<file path="src/rtl/jtag_axi_pkg.sv">
// Shared AXI encodings, FSM state type and response helpers for the JTAG-AXI SRAM slave.
package jtag_axi_pkg;

  localparam logic [1:0] RESP_OKAY   = 2'b00;
  localparam logic [1:0] RESP_SLVERR = 2'b10;
  localparam logic [1:0] RESP_DECERR = 2'b11;

  localparam logic [1:0] BURST_FIXED = 2'b00;
  localparam logic [1:0] BURST_INCR  = 2'b01;
  localparam logic [1:0] BURST_WRAP  = 2'b10;

  localparam logic [2:0] SIZE_8B = 3'b011;

  typedef enum logic [2:0] {
    StIdle,
    StWrData,
    StWrResp,
    StRdReq,
    StRdCap,
    StRdData
  } state_e;

  // Severity order is DECERR > SLVERR > OKAY.
  function automatic logic [1:0] worst_resp(input logic [1:0] a, input logic [1:0] b);
    if (a == RESP_DECERR || b == RESP_DECERR) return RESP_DECERR;
    if (a == RESP_SLVERR || b == RESP_SLVERR) return RESP_SLVERR;
    return RESP_OKAY;
  endfunction

  function automatic logic req_err(input logic [2:0] size, input logic [1:0] burst,
                                   input logic [2:0] addr_lsb);
    return (size != SIZE_8B) || (burst != BURST_FIXED && burst != BURST_INCR) ||
           (addr_lsb != 3'b000);
  endfunction

endpackage

</file>
<file path="src/rtl/jtag_axi_sram_slave_if.sv">
// AXI4 channel bundle between the jtag_axi master and the SRAM slave.
interface jtag_axi_sram_slave_if;
  logic        awid;
  logic [31:0] awaddr;
  logic [7:0]  awlen;
  logic [2:0]  awsize;
  logic [1:0]  awburst;
  logic        awvalid;
  logic        awready;
  logic [63:0] wdata;
  logic [7:0]  wstrb;
  logic        wlast;
  logic        wvalid;
  logic        wready;
  logic        bid;
  logic [1:0]  bresp;
  logic        bvalid;
  logic        bready;
  logic        arid;
  logic [31:0] araddr;
  logic [7:0]  arlen;
  logic [2:0]  arsize;
  logic [1:0]  arburst;
  logic        arvalid;
  logic        arready;
  logic        rid;
  logic [63:0] rdata;
  logic [1:0]  rresp;
  logic        rlast;
  logic        rvalid;
  logic        rready;

  modport master (
    output awid, awaddr, awlen, awsize, awburst, awvalid, wdata, wstrb, wlast, wvalid, bready,
           arid, araddr, arlen, arsize, arburst, arvalid, rready,
    input  awready, wready, bid, bresp, bvalid, arready, rid, rdata, rresp, rlast, rvalid
  );

  modport slave (
    input  awid, awaddr, awlen, awsize, awburst, awvalid, wdata, wstrb, wlast, wvalid, bready,
           arid, araddr, arlen, arsize, arburst, arvalid, rready,
    output awready, wready, bid, bresp, bvalid, arready, rid, rdata, rresp, rlast, rvalid
  );
endinterface

</file>
<file path="src/rtl/jtag_axi_beat_addr.sv">
// Per-burst address and beat tracker: yields the SRAM word index, range status and last flag.
module jtag_axi_beat_addr
  import jtag_axi_pkg::*;
#(
  parameter logic [31:0] BASE_ADDR = 32'h0000_0000,
  parameter int unsigned MEM_WORDS = 1024,
  parameter int unsigned MEM_AW    = $clog2(MEM_WORDS)
) (
  input  logic              clk_i,
  input  logic              rst_i,
  input  logic              load_i,
  input  logic              advance_i,
  input  logic [31:0]       addr_i,
  input  logic [7:0]        len_i,
  input  logic [1:0]        burst_i,
  output logic [MEM_AW-1:0] word_o,
  output logic              in_range_o,
  output logic              last_o
);
  localparam logic [32:0] SpanBytes = 33'(MEM_WORDS) << 3;

  logic [31:0] addr_q;
  logic [7:0]  len_q, beat_q;
  logic [1:0]  burst_q;
  logic [32:0] offset;

  always_ff @(posedge clk_i or posedge rst_i) begin
    if (rst_i) begin
      addr_q  <= '0;
      len_q   <= '0;
      beat_q  <= '0;
      burst_q <= BURST_FIXED;
    end else if (load_i) begin
      addr_q  <= addr_i;
      len_q   <= len_i;
      beat_q  <= '0;
      burst_q <= burst_i;
    end else if (advance_i) begin
      if (burst_q == BURST_INCR) addr_q <= addr_q + 32'd8;
      // Saturate so over-long write bursts cannot wrap back to beat 0.
      if (beat_q != 8'hFF) beat_q <= beat_q + 8'd1;
    end
  end

  assign offset     = {1'b0, addr_q} - {1'b0, BASE_ADDR};
  assign in_range_o = !offset[32] && (offset < SpanBytes);
  assign word_o     = offset[MEM_AW+2:3];
  assign last_o     = (beat_q == len_q);

endmodule

</file>
<file path="src/rtl/jtag_axi_sram_slave.sv">
// AXI4 slave bridging the JTAG debug master onto a single-port, 1-cycle-latency 64-bit SRAM.
module jtag_axi_sram_slave
  import jtag_axi_pkg::*;
#(
  parameter logic [31:0] BASE_ADDR = 32'h0000_0000,
  parameter int unsigned MEM_WORDS = 1024,
  parameter int unsigned MEM_AW    = $clog2(MEM_WORDS)
) (
  input  logic                 aclk,
  input  logic                 areset,
  jtag_axi_sram_slave_if.slave s_axi,
  output logic                 mem_en,
  output logic                 mem_we,
  output logic [MEM_AW-1:0]    mem_addr,
  output logic [63:0]          mem_wdata,
  output logic [7:0]           mem_wstrb,
  input  logic [63:0]          mem_rdata
);
  state_e      state_q;
  logic        rd_first_q, wr_slv_q, rd_slv_q, awid_q, arid_q;
  logic        bvalid_q, rvalid_q, rlast_q;
  logic [1:0]  bresp_q, rresp_q;
  logic [63:0] rdata_q;

  logic              idle, aw_hs, ar_hs, wr_adv, rd_adv;
  logic [MEM_AW-1:0] wr_word, rd_word;
  logic              wr_in_range, rd_in_range, wr_last, rd_last, wr_ok, rd_ok;
  logic [1:0]        wr_beat_resp, rd_beat_resp;

  assign idle          = (state_q == StIdle);
  assign s_axi.awready = idle && s_axi.awvalid && (!s_axi.arvalid || !rd_first_q);
  assign s_axi.arready = idle && s_axi.arvalid && (!s_axi.awvalid || rd_first_q);
  assign aw_hs         = s_axi.awvalid && s_axi.awready;
  assign ar_hs         = s_axi.arvalid && s_axi.arready;
  assign wr_adv        = (state_q == StWrData) && s_axi.wvalid;
  assign rd_adv        = (state_q == StRdData) && s_axi.rready && !rlast_q;

  jtag_axi_beat_addr #(.BASE_ADDR(BASE_ADDR), .MEM_WORDS(MEM_WORDS), .MEM_AW(MEM_AW)) u_wr_addr (
    .clk_i      (aclk),
    .rst_i      (areset),
    .load_i     (aw_hs),
    .advance_i  (wr_adv),
    .addr_i     (s_axi.awaddr),
    .len_i      (s_axi.awlen),
    .burst_i    (s_axi.awburst),
    .word_o     (wr_word),
    .in_range_o (wr_in_range),
    .last_o     (wr_last)
  );

  jtag_axi_beat_addr #(.BASE_ADDR(BASE_ADDR), .MEM_WORDS(MEM_WORDS), .MEM_AW(MEM_AW)) u_rd_addr (
    .clk_i      (aclk),
    .rst_i      (areset),
    .load_i     (ar_hs),
    .advance_i  (rd_adv),
    .addr_i     (s_axi.araddr),
    .len_i      (s_axi.arlen),
    .burst_i    (s_axi.arburst),
    .word_o     (rd_word),
    .in_range_o (rd_in_range),
    .last_o     (rd_last)
  );

  assign wr_ok        = !wr_slv_q && wr_in_range;
  assign rd_ok        = !rd_slv_q && rd_in_range;
  assign wr_beat_resp = wr_slv_q ? RESP_SLVERR : (wr_in_range ? RESP_OKAY : RESP_DECERR);
  assign rd_beat_resp = rd_slv_q ? RESP_SLVERR : (rd_in_range ? RESP_OKAY : RESP_DECERR);

  assign mem_we    = wr_adv && wr_ok;
  assign mem_en    = mem_we || ((state_q == StRdReq) && rd_ok);
  assign mem_addr  = (state_q == StWrData) ? wr_word : rd_word;
  assign mem_wdata = s_axi.wdata;
  assign mem_wstrb = s_axi.wstrb;

  assign s_axi.wready = (state_q == StWrData);
  assign s_axi.bid    = awid_q;
  assign s_axi.bresp  = bresp_q;
  assign s_axi.bvalid = bvalid_q;
  assign s_axi.rid    = arid_q;
  assign s_axi.rdata  = rdata_q;
  assign s_axi.rresp  = rresp_q;
  assign s_axi.rlast  = rlast_q;
  assign s_axi.rvalid = rvalid_q;

  always_ff @(posedge aclk or posedge areset) begin
    if (areset) begin
      state_q    <= StIdle;
      rd_first_q <= 1'b1;
      wr_slv_q   <= 1'b0;
      rd_slv_q   <= 1'b0;
      awid_q     <= 1'b0;
      arid_q     <= 1'b0;
      bvalid_q   <= 1'b0;
      bresp_q    <= RESP_OKAY;
      rvalid_q   <= 1'b0;
      rresp_q    <= RESP_OKAY;
      rlast_q    <= 1'b0;
      rdata_q    <= '0;
    end else begin
      unique case (state_q)
        StIdle: begin
          // Priority only flips when both channels contended for the grant.
          if (ar_hs) begin
            arid_q   <= s_axi.arid;
            rd_slv_q <= req_err(s_axi.arsize, s_axi.arburst, s_axi.araddr[2:0]);
            if (s_axi.awvalid) rd_first_q <= 1'b0;
            state_q  <= StRdReq;
          end else if (aw_hs) begin
            awid_q   <= s_axi.awid;
            wr_slv_q <= req_err(s_axi.awsize, s_axi.awburst, s_axi.awaddr[2:0]);
            bresp_q  <= RESP_OKAY;
            if (s_axi.arvalid) rd_first_q <= 1'b1;
            state_q  <= StWrData;
          end
        end
        StWrData: begin
          if (s_axi.wvalid) begin
            bresp_q <= worst_resp(bresp_q, worst_resp(wr_beat_resp,
                         (s_axi.wlast != wr_last) ? RESP_SLVERR : RESP_OKAY));
            if (s_axi.wlast) begin
              bvalid_q <= 1'b1;
              state_q  <= StWrResp;
            end
          end
        end
        StWrResp: begin
          if (s_axi.bready) begin
            bvalid_q <= 1'b0;
            state_q  <= StIdle;
          end
        end
        StRdReq: state_q <= StRdCap;
        StRdCap: begin
          rdata_q  <= rd_ok ? mem_rdata : '0;
          rresp_q  <= rd_beat_resp;
          rlast_q  <= rd_last;
          rvalid_q <= 1'b1;
          state_q  <= StRdData;
        end
        StRdData: begin
          if (s_axi.rready) begin
            rvalid_q <= 1'b0;
            state_q  <= rlast_q ? StIdle : StRdReq;
          end
        end
        default: state_q <= StIdle;
      endcase
    end
  end

endmodule
</file>
<file path="src/flat_wrapper.sv">
// flat-port wrapper written by rule: the top's interface ports become plain ports
module jtag_axi_sram_slave_flat import jtag_axi_pkg::*;
#(
  parameter logic [31:0] BASE_ADDR = 32'h0000_0000,
  parameter int unsigned MEM_WORDS = 1024,
  parameter int unsigned MEM_AW    = $clog2(MEM_WORDS)
)
  (aclk, areset, mem_en, mem_we, mem_addr, mem_wdata, mem_wstrb, mem_rdata, s_axi_awid, s_axi_awaddr, s_axi_awlen, s_axi_awsize, s_axi_awburst, s_axi_awvalid, s_axi_wdata, s_axi_wstrb, s_axi_wlast, s_axi_wvalid, s_axi_bready, s_axi_arid, s_axi_araddr, s_axi_arlen, s_axi_arsize, s_axi_arburst, s_axi_arvalid, s_axi_rready, s_axi_awready, s_axi_wready, s_axi_bid, s_axi_bresp, s_axi_bvalid, s_axi_arready, s_axi_rid, s_axi_rdata, s_axi_rresp, s_axi_rlast, s_axi_rvalid);
  jtag_axi_sram_slave_if s_axi_i ();
  input  logic aclk;
  input  logic areset;
  output logic mem_en;
  output logic mem_we;
  output logic [MEM_AW-1:0] mem_addr;
  output logic [63:0] mem_wdata;
  output logic [7:0] mem_wstrb;
  input  logic [63:0] mem_rdata;
  input wire logic [$bits(s_axi_i.awid)-1:0] s_axi_awid;
  input wire logic [$bits(s_axi_i.awaddr)-1:0] s_axi_awaddr;
  input wire logic [$bits(s_axi_i.awlen)-1:0] s_axi_awlen;
  input wire logic [$bits(s_axi_i.awsize)-1:0] s_axi_awsize;
  input wire logic [$bits(s_axi_i.awburst)-1:0] s_axi_awburst;
  input wire logic [$bits(s_axi_i.awvalid)-1:0] s_axi_awvalid;
  input wire logic [$bits(s_axi_i.wdata)-1:0] s_axi_wdata;
  input wire logic [$bits(s_axi_i.wstrb)-1:0] s_axi_wstrb;
  input wire logic [$bits(s_axi_i.wlast)-1:0] s_axi_wlast;
  input wire logic [$bits(s_axi_i.wvalid)-1:0] s_axi_wvalid;
  input wire logic [$bits(s_axi_i.bready)-1:0] s_axi_bready;
  input wire logic [$bits(s_axi_i.arid)-1:0] s_axi_arid;
  input wire logic [$bits(s_axi_i.araddr)-1:0] s_axi_araddr;
  input wire logic [$bits(s_axi_i.arlen)-1:0] s_axi_arlen;
  input wire logic [$bits(s_axi_i.arsize)-1:0] s_axi_arsize;
  input wire logic [$bits(s_axi_i.arburst)-1:0] s_axi_arburst;
  input wire logic [$bits(s_axi_i.arvalid)-1:0] s_axi_arvalid;
  input wire logic [$bits(s_axi_i.rready)-1:0] s_axi_rready;
  output wire logic [$bits(s_axi_i.awready)-1:0] s_axi_awready;
  output wire logic [$bits(s_axi_i.wready)-1:0] s_axi_wready;
  output wire logic [$bits(s_axi_i.bid)-1:0] s_axi_bid;
  output wire logic [$bits(s_axi_i.bresp)-1:0] s_axi_bresp;
  output wire logic [$bits(s_axi_i.bvalid)-1:0] s_axi_bvalid;
  output wire logic [$bits(s_axi_i.arready)-1:0] s_axi_arready;
  output wire logic [$bits(s_axi_i.rid)-1:0] s_axi_rid;
  output wire logic [$bits(s_axi_i.rdata)-1:0] s_axi_rdata;
  output wire logic [$bits(s_axi_i.rresp)-1:0] s_axi_rresp;
  output wire logic [$bits(s_axi_i.rlast)-1:0] s_axi_rlast;
  output wire logic [$bits(s_axi_i.rvalid)-1:0] s_axi_rvalid;
  assign s_axi_i.awid = s_axi_awid;
  assign s_axi_i.awaddr = s_axi_awaddr;
  assign s_axi_i.awlen = s_axi_awlen;
  assign s_axi_i.awsize = s_axi_awsize;
  assign s_axi_i.awburst = s_axi_awburst;
  assign s_axi_i.awvalid = s_axi_awvalid;
  assign s_axi_i.wdata = s_axi_wdata;
  assign s_axi_i.wstrb = s_axi_wstrb;
  assign s_axi_i.wlast = s_axi_wlast;
  assign s_axi_i.wvalid = s_axi_wvalid;
  assign s_axi_i.bready = s_axi_bready;
  assign s_axi_i.arid = s_axi_arid;
  assign s_axi_i.araddr = s_axi_araddr;
  assign s_axi_i.arlen = s_axi_arlen;
  assign s_axi_i.arsize = s_axi_arsize;
  assign s_axi_i.arburst = s_axi_arburst;
  assign s_axi_i.arvalid = s_axi_arvalid;
  assign s_axi_i.rready = s_axi_rready;
  assign s_axi_awready = s_axi_i.awready;
  assign s_axi_wready = s_axi_i.wready;
  assign s_axi_bid = s_axi_i.bid;
  assign s_axi_bresp = s_axi_i.bresp;
  assign s_axi_bvalid = s_axi_i.bvalid;
  assign s_axi_arready = s_axi_i.arready;
  assign s_axi_rid = s_axi_i.rid;
  assign s_axi_rdata = s_axi_i.rdata;
  assign s_axi_rresp = s_axi_i.rresp;
  assign s_axi_rlast = s_axi_i.rlast;
  assign s_axi_rvalid = s_axi_i.rvalid;
  jtag_axi_sram_slave #(.BASE_ADDR(BASE_ADDR), .MEM_WORDS(MEM_WORDS), .MEM_AW(MEM_AW)) u_core (.aclk(aclk), .areset(areset), .s_axi(s_axi_i), .mem_en(mem_en), .mem_we(mem_we), .mem_addr(mem_addr), .mem_wdata(mem_wdata), .mem_wstrb(mem_wstrb), .mem_rdata(mem_rdata));
endmodule
</file>
<file path="config.mk">
export PLATFORM = sky130hd
export DESIGN_NAME = jtag_axi_sram_slave_flat
export DESIGN_NICKNAME = d
export VERILOG_FILES = /design/src/rtl/jtag_axi_pkg.sv /design/src/rtl/jtag_axi_sram_slave_if.sv /design/src/rtl/jtag_axi_beat_addr.sv /design/src/rtl/jtag_axi_sram_slave.sv /design/src/flat_wrapper.sv
export SDC_FILE = /design/constraint.sdc
export NUM_CORES = 1
export LEC_CHECK = 0
export BUFFER_PORTS_ARGS = -buffer_cell sky130_fd_sc_hd__buf_2
export CAP_MARGIN = 25
export CORE_MARGIN = 5
export CORE_UTILIZATION = 45
export DETAILED_ROUTE_END_ITERATION = 8
export PLACE_DENSITY = 0.76
export SYNTH_ARGS = -nofsm -noshare
export SYNTH_HDL_FRONTEND = slang
export SYNTH_SLANG_ARGS = --single-unit
</file>
<file path="constraint.sdc">
create_clock -name aclk -period 11.4 [get_ports aclk]
set_clock_uncertainty 0.1 [all_clocks]
set_input_delay 1.14 -clock aclk [delete_from_list [all_inputs] [get_ports aclk]]
set_output_delay 1.14 -clock aclk [all_outputs]
set_load 0.02 [all_outputs]
</file>
# After elaboration in Yosys (flattened, before gate mapping)
# Cells that the tools add are included.
# W data, S select, Z words.
[word_totals]
in_bits = 236
register_bits = 179
[op_classes]
addsub = 4
muxes = 65
n_reduce_logical = 59
n_lt_le_gt_ge = 2
eq_ne = 32
n_bitwise = 1
[op_table]
columns = ["cell", "count"]
rows = [
  ["$mux W32", 6],
  ["$add A32 B4 Y32 const B", 2],
  ["$lt A32 B14 Y1 const B", 2],
  ["$mux W64", 1],
  ["$mux W8", 6],
  ["$mux W2", 19],
  ["$reduce_bool A2 Y1", 13],
  ["$mux W1", 22],
  ["$mux W3", 6],
  ["$pmux W3 S6", 1],
  ["$add A8 B1 Y8 const B", 2],
  ["$eq A2 B2 Y1 const B", 8],
  ["$eq A8 B8 Y1", 2],
  ["$ne A8 B8 Y1 const B", 2],
  ["$logic_and A1 B1 Y1", 15],
  ["$ne A2 B2 Y1 const B", 7],
  ["$reduce_and A2 Y1", 6],
  ["$reduce_and A4 Y1", 3],
  ["$logic_or A1 B1 Y1", 11],
  ["$mux W10", 1],
  ["$eq A3 B2 Y1 const B", 2],
  ["$eq A3 B3 Y1 const B", 2],
  ["$logic_not A1 Y1", 6],
  ["$ne A3 B2 Y1 const B", 2],
  ["12 further kinds", 16],
]

# Logic depth before layout (Yosys ltp)
# Gate-level depths: netlist of run 1.
[logic_depth]
ltp_word = 27
depth_mapped = 9

# By module
# Synthesis of run 1 repeated with hierarchy kept, for this count alone.
[hier_totals]
cells_unflattened = 894
hier_area_um2 = 9156.3
[by_module_without_submodules]
columns = ["mod", "seq_area_each_um2", "n_inst", "cells_each", "area_per_inst_um2"]
rows = [
  ["jtag_axi_beat_addr", 1176.1, 2, 289, 2705.1],
  ["jtag_axi_sram_slave", 1978.1, 1, 316, 3746.1],
]

# Least setup slack after synthesis of run 1
# OpenSTA, ideal clock, no wires.
[synth_path]
path_kind = "input to output"
start = "in s_axi_awvalid"
end = "out s_axi_arready"
stages = 5
required_ps = 10160
path_slack_ps = 8118
arrival_ps = 2042
cell_sequence = "nand2b_1 nand3_1 inv_1 buf_2 buf_1"
[synth_via]
elab_chain_cells = 3
[synth_rtl]
columns = ["item", "line_no", "rtl"]
rows = [
  ["start, declared", "flat_wrapper.sv:23", "input wire logic [$bits(s_axi_i.awvalid)-1:0] s_axi_awvalid;"],
  ["$logic_not A1 Y1", "jtag_axi_sram_slave.sv:32", "assign s_axi.arready = idle && s_axi.arvalid && (!s_axi.awvalid || rd_first_q);"],
  ["$logic_or A1 B1 Y1", "jtag_axi_sram_slave.sv:32", ""],
  ["$logic_and A1 B1 Y1", "jtag_axi_sram_slave.sv:32", ""],
  ["end, declared", "flat_wrapper.sv:41", "output wire logic [$bits(s_axi_i.arready)-1:0] s_axi_arready;"],
]
# No other way between the ends.

# Final worst setup path of run 1
[layout_path]
start = "reg u_core.state_q[0]"
end = "out mem_addr[0]"
[layout_via]
elab_chain_cells = 2
[layout_rtl]
columns = ["item", "line_no", "rtl"]
rows = [
  ["start, declared", "jtag_axi_sram_slave.sv:19", "state_e state_q;"],
  ["start signal, assigned", "jtag_axi_sram_slave.sv:87", "state_q <= StIdle;"],
  ["start signal, assigned", "jtag_axi_sram_slave.sv:107", "state_q <= StRdReq;"],
  ["start signal, assigned", "jtag_axi_sram_slave.sv:113", "state_q <= StWrData;"],
  ["$eq A3 B1 Y1", "jtag_axi_sram_slave.sv:71", "assign mem_addr = (state_q == StWrData) ? wr_word : rd_word;"],
  ["$mux W10", "jtag_axi_sram_slave.sv:71", ""],
  ["end, declared", "flat_wrapper.sv:14", "output logic [MEM_AW-1:0] mem_addr;"],
]
# No other way between the ends.

==> impl_results.md, run 1 <==
* Final cycle utilization of the critical path at 0.3449
* Fmax at 254.4 MHz
* Net switching power figure at 0.0008964 W
* Critical path endpoint category: primary output
* Growth of design area from synthesis to finish at 16.38%
* Proportion of total power due to net switching at 0.3888
* Overall die width at 152.5 um
* Type of element launching the critical path: flip-flop
* Distinct cell type count after synthesis at 54
* Vias in the first global route at 7609
* Result of the run: completed
* Number of nets in the final layout at 1428
* Number of flip-flops and latches in the synthesized netlist at 173
* Worst-case clock buffer depth at 2
* Clk Tree Root Cell: sky130_fd_sc_hd__clkbuf_16
* Clk_lat worst skew at 0.42 ns
* Drt wl/cell at 16.30 um
* # setup viols final at 0
* VDD IR max at 0.0001260 V
* DR DRC count at 0
* Number of warning messages in the yosys log at 0
* Detailed-placement wirelength estimate at 17.56 mm
* Class of the tightest hold or removal check: reg -> reg
* Final Max Tran Viols at 0
* First-pass iteration count of the detailed router at 5
* Gates resized, CTS repair at 0
* Row cnt at 52
* Number of design-rule violations left by the first detailed-router iteration at 411
* Combinational Power Share at 0.316
* Max-cap check violation count at 0
* Post-synthesis instance total at 1036
* Via density per instance at 5.228
* Required time at the worst-slack endpoint at 10.16 ns
* Port Buffers at 251
* CTS buffer count at 17
* Post-synth EDFFs at 0
* Number of buffers inserted by hold repair at cts at 0
* Final weighted congestion of routability-driven global placement at 0.8535
* Io pins at 396
* Share of cells above drive strength 1 at 0.2748
* Area of the die at 23270 um2
* Number of failing hold endpoints at the final stage at 0
* Post-CTS Setup Inserts at 0
* Leakage power figure at 4.851 nW
* Areal power density over the cells at 216.7 nW/um2
* Transition time of the tightest slew-check pin at 1.014 ns
* Total detailed-routing wirelength at 24.00 mm
* Post-synthesis net count at 1276
* Number of antenna violations at the first check in global routing at 1
* Relative slew slack at 0.3211
* Footprint of the multi-input gates at 4028 um2
* Die height at 152.5 um
* Sum Neg Setup Slack at 0 ns
* Fraction of registers with async set or reset after synthesis at 1.000
* Number of clock sinks at 173
* First-pass GRT wire length at 39.05 mm
* Type of the worst setup path: reg -> out
* Worst hold slack across all endpoints at 0.3697 ns
* Clock network power share at 0.244
* Starting Density at 0.4548
* Unrepaired setup endpoints after global routing: false
* Count of nets left with antenna violations after detail routing at 0
* Maximum number of pins on one net before global-route repair at 94
* Shortest clock period the worst path allows after layout at 3.932 ns
* Floorplan Core Area at 20100 um2
* Critical path peak fanout at 19
* CTS clk-pin slew, worst paths at 0.07 ns
* Most used DFF post-synth: sky130_fd_sc_hd__dfrtp_1
* Data arrival time of the critical path at 2.69 ns
* Combined area of all synthesized cells at 9144 um2
* Global route total overflow at 0
* Seq/Total Area, Yosys at 0.4736
* Cell-internal power at 0.001409 W
* Via count at 7696
* Sequential cell area at 4330 um2
* H-tree levels at 4
* GRT Resource Usage Total at 0.2051
* Mapped Avg Cell Area at 8.826 um2
* # fillers at 1852
* Core occupancy in the finished layout at 0.5293
* TritonCTS clock tree: yes
* Proportion of power drawn by flip-flops and latches at 0.440
==> cell families after synthesis <==
| logic type | after synthesis | share of synthesized area |
|---|---|---|
| flip-flops | 173 | 0.4736 |
| AND/OR/NAND/NOR | 481 | 0.2505 |
| buffers and inverters | 134 | 0.08758 |
| XOR/XNOR | 81 | 0.07759 |
| multiplexers | 14 | 0.01724 |
| adder cells (fa/ha/maj) | 4 | 0.005474 |
| AO/OA/AOI/OAI | 149 | 0.08799 |
==> final cells by class <==
class,count,area share
flip-flops and latches,173,0.4069
diodes,1,0.0002352
inverters,9,0.003645
clock buffers,18,0.04127
repair buffers,258,0.1249
multi-input cells,729,0.3785
clock inverters,14,0.01282
well taps,270,0.03175
==> critical path: stages, from the launching register on <==
cell	delay [ns]
sky130_fd_sc_hd__dfrtp_1	0.72
sky130_fd_sc_hd__nor3b_2	0.92
sky130_fd_sc_hd__mux2_2	0.46
sky130_fd_sc_hd__buf_2	0.17
==> final timing paths <==
path,slack (ns),to,from,cells after the start
worst min-delay path,0.37,u_core.u_wr_addr.burst_q[1],u_core.u_wr_addr.burst_q[1],2
worst min register to register,0.37,u_core.u_wr_addr.burst_q[1],u_core.u_wr_addr.burst_q[1],2
max in group asynchronous,9.15,u_core.s_axi.rvalid,areset,4
worst max register to register,8.48,u_core.s_axi.bresp[0],u_core.state_q[0],7
min in group asynchronous,0.79,u_core.u_wr_addr.addr_q[27],areset,2
worst max-delay path,7.47,mem_addr[0],u_core.state_q[0],3
==> flip-flops by register name, indices dropped and copies added (netlist names), 2 cells and up <==
signal	flops
u_core.u_rd_addr.beat_q	8
u_core.u_wr_addr.burst_q	2
u_core.s_axi.bresp	2
u_core.u_wr_addr.beat_q	8
u_core.u_rd_addr.addr_q	29
u_core.u_wr_addr.addr_q	29
u_core.s_axi.rresp	2
u_core.u_rd_addr.burst_q	2
u_core.state_q	3
u_core.u_wr_addr.len_q	8
u_core.u_rd_addr.len_q	8
u_core.s_axi.rdata	64
==> cell usage in the layout, fill, tap and decap left out, types with 15 or more instances in the layout <==
cell type                   synthesis  routed
sky130_fd_sc_hd__nor2_1            37      36
sky130_fd_sc_hd__buf_2             13     251
sky130_fd_sc_hd__o21ai_0          113     113
sky130_fd_sc_hd__nand3_1           31      31
sky130_fd_sc_hd__clkbuf_16          0      17
sky130_fd_sc_hd__xnor2_1           55      55
sky130_fd_sc_hd__dfrtp_1          172     172
sky130_fd_sc_hd__xor2_1            26      26
sky130_fd_sc_hd__nand2_1          295     295
sky130_fd_sc_hd__nor3_1            19      19
sky130_fd_sc_hd__nand4_1           25      25
sky130_fd_sc_hd__nor4_1            15      15
==> power groups by stage <==
stage	Combinational (W)	Clock (W)	Sequential [W]
after floorplan	0.000549	0	0.000995
after global placement	0.000714	0	0.00101
after detailed placement	0.000732	0	0.00102
after CTS	0.000735	0.000576	0.00101
after global routing	0.000818	0.000602	0.00104
final	0.000728	0.000562	0.00102
==> cells in the mapped netlist, drive strengths merged, types with 6 or more instances <==
master	n	share of area
clkbuf	36	0.015
mux2	14	0.017
nor4	20	0.020
a21oi	6	0.0033
and4	10	0.0096
nand4	27	0.020
buf	89	0.069
or4	6	0.0053
dfrtp	172	0.47
xor2	26	0.025
nand2	295	0.12
nor2	37	0.015
o21ai	122	0.068
inv	9	0.0037
nand2b	7	0.0048
nand3	32	0.018
xnor2	55	0.053
nor3	20	0.011
a31oi	7	0.0048
and3	6	0.0041
==> per-stage QoR <==
| stage | setup slack, ns | cell area (um2) | instances | power (W) |
|---|---|---|---|---|
| 2_1_floorplan | 5.473 | 9144 | 1036 | 0.001544 |
| 3_3_place_gp | 7.746 | 10040 | 1438 | 0.001726 |
| 3_5_place_dp | 7.753 | 10040 | 1438 | 0.001752 |
| 4_1_cts | 7.439 | 10610 | 1470 | 0.002323 |
| 5_1_grt | 7.322 | 10640 | 1472 | 0.002462 |
| 6_report | 7.468 | 10640 | 1472 | 0.002306 |
==> metal layers <==
metal | global-route usage | wire length (um) | vias up
li1 | - | - | 3734
met1 | 0.2611 | 10190 | 3627
met2 | 0.3395 | 11650 | 288
met3 | 0.04658 | 1574 | 47
met4 | 0.08485 | 585 | 0
met5 | 0 | 0 | -
Note: power is estimated with default switching activity, not from simulation.
==> inputs of run 2 (changes only) <==
- clock period: 11.4 -> 4 ns (I/O delays scaled with it)
==> run 2 against run 1 <==
Final area up 0.44%. Sequential power rose to 2.8 times the previous value. Clock power grew to 3.0 times the previous value. Die area did not move. Worst hold slack worse by 0.31 ns. Core utilization increased by 0.23 points. Register-to-register slack worse by 7.2 ns. Count of clock-buffer cells in the layout fell by 1. Sequential cell count unchanged. Sequential share of layout area is 0.18 points lower. Worst setup slack got worse by 6.4 ns. Via count is 1.3% higher.
==> impl_results.md, run 2 (synthesis results as in run 1) <==
* Result of the run: completed
* Shortest clock period the worst path allows after layout at 2.899 ns
* Via density per instance at 5.273
* Type of element launching the critical path: flip-flop
* Placed cell count at 1442
* Highest-count cells in the layout ignoring fill and taps: sky130_fd_sc_hd__nand2_1 (295), sky130_fd_sc_hd__buf_2 (252), sky130_fd_sc_hd__dfrtp_1 (172), sky130_fd_sc_hd__o21ai_0 (113), sky130_fd_sc_hd__xnor2_1 (55)
* VDD IR max at 0.0003205 V
* Class of the tightest hold or removal check: in -> reg
* Post-place setup slack at 1.242 ns
* # fillers at 1895
* Total power at 0.006693 W
* Final cycle utilization of the critical path at 0.7246
* First-pass GRT wire length at 39.82 mm
* Total detailed-routing wirelength at 24.67 mm
* Port Buffers at 251
* Required time at the worst-slack endpoint at 3.50 ns
* Final weighted congestion of routability-driven global placement at 0.8912
* Unrepaired setup endpoints after global routing: false
* Area of the die at 23270 um2
* GRT Resource Usage Total at 0.2096
* Relative slew slack at 0.3309
* Overall die width at 152.5 um
* Transition time of the tightest slew-check pin at 1.004 ns
* Worst-case setup margin in the final layout at 1.101 ns
* Maximum number of pins on one net before global-route repair at 174
* CTS buffer count at 17
* Via count at 7794
* H-tree levels at 4
* Detailed-placement wirelength estimate at 17.92 mm
* Fmax at 345.0 MHz
* Type of the worst setup path: reg -> out
* Sum Neg Setup Slack at 0 ns
* Gates resized, CTS repair at 0
* Row cnt at 52
* Floorplan Core Area at 20100 um2
* Count of nets left with antenna violations after detail routing at 0
* Final Max Tran Viols at 0
* Worst-case clock buffer depth at 2
* Number of design-rule violations left by the first detailed-router iteration at 417
* Number of buffers inserted by hold repair at cts at 0
* Clk Tree Root Cell: sky130_fd_sc_hd__clkbuf_16
* First-pass iteration count of the detailed router at 5
* Number of nets in the final layout at 1433
* Vias in the first global route at 7731
* Leakage power figure at 4.873 nW
* Max-cap check violation count at 0
* Data arrival time of the critical path at 2.40 ns
* Commonest non-fill, non-tap cell in the layout: sky130_fd_sc_hd__nand2_1
* CTS clk-pin slew, worst paths at 0.07 ns
* # setup viols final at 0
* DR DRC count at 0
* Die height at 152.5 um
* Number of antenna violations at the first check in global routing at 2
* Areal power density over the cells at 626.2 nW/um2
* TritonCTS clock tree: yes
* Post-CTS Setup Inserts at 0
* Final instance count without filler cells at 1478
* Share of cells above drive strength 1 at 0.2778
* Net switching power figure at 0.002609 W
* Growth of design area from synthesis to finish at 16.89%
* Starting Density at 0.4548
* Clock network power share at 0.250
* Flop2flop setup slack at 1.32 ns
* Number of clock sinks at 173
* Global route total overflow at 0
* Worst hold slack across all endpoints at 0.05490 ns
* Critical path endpoint category: primary output
* Number of failing hold endpoints at the final stage at 0
* Io pins at 396
* Combinational Power Share at 0.316
* Proportion of power drawn by flip-flops and latches at 0.434
* Drt wl/cell at 16.69 um
* Proportion of total power due to net switching at 0.3898
* Clk_lat worst skew at 0.43 ns
* Critical path peak fanout at 5
* Largest register FFs at 64
* Cell-internal power at 0.004084 W
run 2: path summary, 6_finish.rpt:
path	from	endpoint	depth (start not counted)
min in group asynchronous	areset	u_core.s_axi.rdata[61]	3
worst max-delay path	u_core.u_rd_addr.addr_q[14]	mem_en	6
worst min-delay path	s_axi_arlen[2]	u_core.u_rd_addr.len_q[2]	3
worst max register to register	u_core.state_q[0]	u_core.u_rd_addr.addr_q[7]	5
worst min register to register	u_core.s_axi.rdata[15]	u_core.s_axi.rdata[15]	2
max in group asynchronous	areset	u_core.u_rd_addr.addr_q[5]	3
run 2: area by class of cell:
| class | count | area (um2) | area share |
|---|---|---|---|
| flip-flops and latches | 173 | 4330 | 0.4052 |
| well taps | 270 | 337.8 | 0.03161 |
| repair buffers | 263 | 1360 | 0.1273 |
| multi-input cells | 729 | 4028 | 0.3768 |
| diodes | 2 | 5.005 | 0.0004683 |
| clock inverters | 15 | 163.9 | 0.01534 |
| clock buffers | 17 | 425.4 | 0.03980 |
| inverters | 9 | 37.54 | 0.003512 |
run 2: metal layers:
metal / GRT usage / part of all wire
met4: 0.08528 / 0.025
met1: 0.2703 / 0.42
met3: 0.04629 / 0.064
met2: 0.3446 / 0.49
met5: 0 / 0
run 2: power groups by stage:
stage	sequential, W	combinational, W	clock, W
2_1_floorplan	0.00284	0.00156	0
3_3_place_gp	0.00290	0.00205	0
3_5_place_dp	0.00292	0.00211	0
4_1_cts	0.00289	0.00213	0.00171
5_1_grt	0.00298	0.00236	0.00178
6_report	0.00290	0.00212	0.00168
run 2: per-stage QoR:
step / utilization / cell area (um2)
after floorplan: - / 9148
after global routing: 0.5316 / 10690
after CTS: 0.5306 / 10670
final: 0.5316 / 10690
after global placement: 0.5012 / 10080
after detailed placement: 0.5012 / 10080
run 2: critical path: stages, from the launching register on:
cell                       delay [ns]
sky130_fd_sc_hd__dfrtp_1         0.43
sky130_fd_sc_hd__or4_1           0.53
sky130_fd_sc_hd__nor4_1          0.15
sky130_fd_sc_hd__and4_1          0.27
sky130_fd_sc_hd__nand2b_2        0.11
sky130_fd_sc_hd__o22ai_1         0.25
sky130_fd_sc_hd__buf_2           0.23
